[src/rtl/coffee_plant_model_sat_counter.sv]
// plant_sat_counter: up/down counter with parallel load, clamped to [LO, HI].
// Priority is load, then up, then down.
module plant_sat_counter #(
    parameter int W       = 8,
    parameter int RST_VAL = 0,
    parameter int LO      = 0,
    parameter int HI      = 255,
    parameter int UP_STEP = 1,
    parameter int DN_STEP = 1
) (
    input  logic         clock,
    input  logic         reset,
    input  logic         load,
    input  logic         up,
    input  logic         dn,
    input  logic [W-1:0] load_val,
    output logic [W-1:0] q
);

    logic [W:0]   sum;
    logic [W-1:0] nxt;

    // one extra bit so the upward step cannot wrap before the clamp
    always_comb begin
        sum = {1'b0, q} + (W+1)'(UP_STEP);
        nxt = load ? load_val
            : up   ? (sum > (W+1)'(HI) ? W'(HI) : sum[W-1:0])
            : dn   ? (q < W'(LO + DN_STEP) ? W'(LO) : q - W'(DN_STEP))
            : q;
    end

    always_ff @(posedge clock or negedge reset)
        if (!reset) q <= W'(RST_VAL);
        else        q <= nxt;

endmodule

[config.mk]
export PLATFORM = sky130hd
export DESIGN_NAME = plant_sat_counter
export DESIGN_NICKNAME = d
export VERILOG_FILES = /design/src/rtl/coffee_plant_model_sat_counter.sv
export SDC_FILE = /design/constraint.sdc
export NUM_CORES = 1
export LEC_CHECK = 0
export BUFFER_PORTS_ARGS = -buffer_cell sky130_fd_sc_hd__buf_2
export CAP_MARGIN = 20
export CORE_MARGIN = 1.5
export CORE_UTILIZATION = 57
export CTS_BUF_LIST = sky130_fd_sc_hd__clkbuf_4 sky130_fd_sc_hd__clkbuf_8
export CTS_CLUSTER_SIZE = 40
export DETAILED_ROUTE_END_ITERATION = 8
export GPL_ROUTABILITY_DRIVEN = 1
export MAX_ROUTING_LAYER = met4
export PLACE_DENSITY = 0.92
export SYNTH_ARGS = -nofsm -noshare
export SYNTH_HDL_FRONTEND = slang
export SYNTH_SLANG_ARGS = --single-unit
[constraint.sdc]
create_clock -name clock -period 3.5 [get_ports clock]
set_clock_uncertainty 0.15 [all_clocks]
set_input_delay 0.35 -clock clock [delete_from_list [all_inputs] [get_ports clock]]
set_output_delay 0.35 -clock clock [all_outputs]
set_load 0.05 [all_outputs]
==> reports/results.ini <==
[power]
fin_total_pwr_uw = 353
ir_worst_vdd_mv = 0.272
power_leakage_nw = 0.368
powerDensity_nw_per_um2 = 396

[final_layout]
nFillCells = 108
drive_gt1_share_pct = 22.2
antenna_cells = 0
top_regs = q x8
final_cells = 132
finalNetCount = 134
area_growth_pct = 16.3
utilization_pct = 69.4
largest_reg_flops = 8
stdcell_area_um2 = 892
regMostFlops = q

[logic_synthesis]
ys_top_cells_by_count = 8 x dfrtp_1, 8 x nand2_1, 8 x nor3_1
ys_seq_area_share_pct = 26.1
syn_area_um2 = 767
synth.mux.area_fraction_pct = 0
synth_top_cells_by_area = dfrtp_1 26%, nor2b_1 5.7%, nor3_1 5.2%
synth_top_family_by_area = simple AND/OR/NAND/NOR gates
syn_nets = 114
synth_area_leader_cell = dfrtp_1
synth_xor_xnor_area_share_pct = 2.28
yosysWarnings = 0
synth_fa_ha_area_share_pct = 3.26
yosys_most_used_dff = dfrtp_1
synth-simple-area-share_pct = 31.6
synth_edf_count = 0
synth_top_area_share_pct = 26.1
synth_compound_area_share_pct = 30.8
syn_inst = 99
postSynthAreaPerCell_um2 = 7.75
synthArstFlopShare_pct = 100
ys_types = 35
ys_ff_latch = 8

[detailed_routing]
dr.pass1.iters = 4
post-route-drc-count = 0
detail_route.wirelength_um = 2050
antenna_left = 0
vias = 872
avgRoutedWirePerCell_um = 15.5
viasPerCell = 6.61
drt_first_iter_violations = 59

[worst_setup_path]
cp-end-kind = register
critPathLaunchType = register
cp_slowest_stage_delay_ns = 0.66
critPathTopFamily = simple AND/OR/NAND/NOR gates
cp_num_buf_inv = 1
crit_type = reg2reg
cpMaxStageDelayCell = nor3b_1
cp.arrival_ns = 2.39
crit_chain = inv_1 > ha_1 > nor3b_1 > a211oi_1 > a221oi_1 > nand2_1
worstPathMaxFanout = 7
required_ns = 3.48

[timing]
setup-tns-final_ns = 0
finalCriticalPeriod_ns = 2.41
setup_viol = 0
timing.final.crit_share_pct = 68.8
fin_ws_ns = 1.09
max-slew-margin-rel_pct = 48.6
worst_pin_slew_ns = 0.770
final_max_slew_viol_count = 0
fmax_mhz = 415
rsz0062_at_grt = false
finalHoldViolations = 0
holdWs_ns = 0.139

[placed_design]
dp.final_hpwl_um = 1450
place_ws_ns = 1.25
gp_congestion = 0.930
place_area_um2 = 860
io_buffers = 20
dp_cells = 128

[clock_network]
clkSlewWorstSetupHoldPaths_ns = 0.07
numClockSinks = 8
htreeDepth = 1
clock_latency_ns = 0.27
cts_setup_buffers = 0
cts_tree = done
cts-hold-fix-buffers = 1
ctsRootBufferMaster = clkbuf_4
cts_resized = 0
cts_buffers = 3
cts_buffer_depth = 2

[hold_path]
hp-class = in2reg

[global_routing]
grt_pass1_wl_um = 3260
antenna_found_initial = 0
gr-total-overflow = 0
groute.usage.overall_pct = 32.6
grt_pass1_vias = 726
grt_max_degree = 23

[die]
ios = 21
die_area_um2 = 1570
die_x_um = 39.7
die_h_um = 39.7
core-area_um2 = 1280
start_util_pct = 59.7
rows = 13

[status]
status = complete, no violations

[job]
maxCapViolations = 0

## power breakdown
| part | switching [mW] | internal [mW] | total [mW] |
|---|---|---|---|
| clock | 0.0390 | 0.0396 | 0.0786 |
| combinational | 0.0968 | 0.0442 | 0.141 |
| sequential | 0.0293 | 0.104 | 0.133 |
| total | 0.165 | 0.188 | 0.353 |
## layout make-up
type                       instances  area (um2)  share of cell area (%)
sequential                         8         200                    22.4
multi-input combinational         80         522                    58.5
inverter                           5        18.8                    2.10
timing repair buffer              21         110                    12.3
tap                               15        18.8                    2.10
clock buffer                       3        22.5                    2.52
## worst register-to-register path, delay by kind of cell, from the launching register on
family / cells / cell delay [ns]
and+or+nand+nor: 2 / 0.75
DFF: 1 / 0.44
adders and majority gates: 1 / 0.19
AOI/OAI and AO/OA: 2 / 0.64
buffers and inverters: 1 / 0.10
## cells in the final DEF, fill, tap and decap left out, types with 4 or more instances in the layout
cell type and count:
nor3_1 8, dfrtp_1 8, buf_2 20, inv_1 5, a21oi_1 5, nand2_1 8, a211oi_1 4, o21ai_0 7
nor2b_1 7, nor2_1 5
## cells by family after synthesis
kind of cell | Yosys count
xor+xnor | 2
fa+ha+maj | 2
simple gates | 44
compound gates | 32
buf+inv | 11
flops | 8
## path summary, 6_finish.rpt
kind	startpoint	to	slack, ns	depth (start not counted)
hold reg to reg	q[6]	q[6]	0.54	2
setup reg to reg	q[0]	q[3]	1.09	6
setup / recovery	q[0]	q[3]	1.09	6
hold / removal	load_val[7]	q[7]	0.14	3
min in group asynchronous	reset	q[0]	0.30	2
max in group asynchronous	reset	q[5]	2.70	2
## layer usage
layer  track usage [%]  vias to the layer above  share of wire [%]
li1                  -                      413                  -
met1              41.6                      385                 40
met2              49.2                       70                 48
met3              5.11                        4                 11
met4              17.2                        0                1.9
met5                 -                        -                  0
Note: power is estimated with default switching activity, not from simulation.
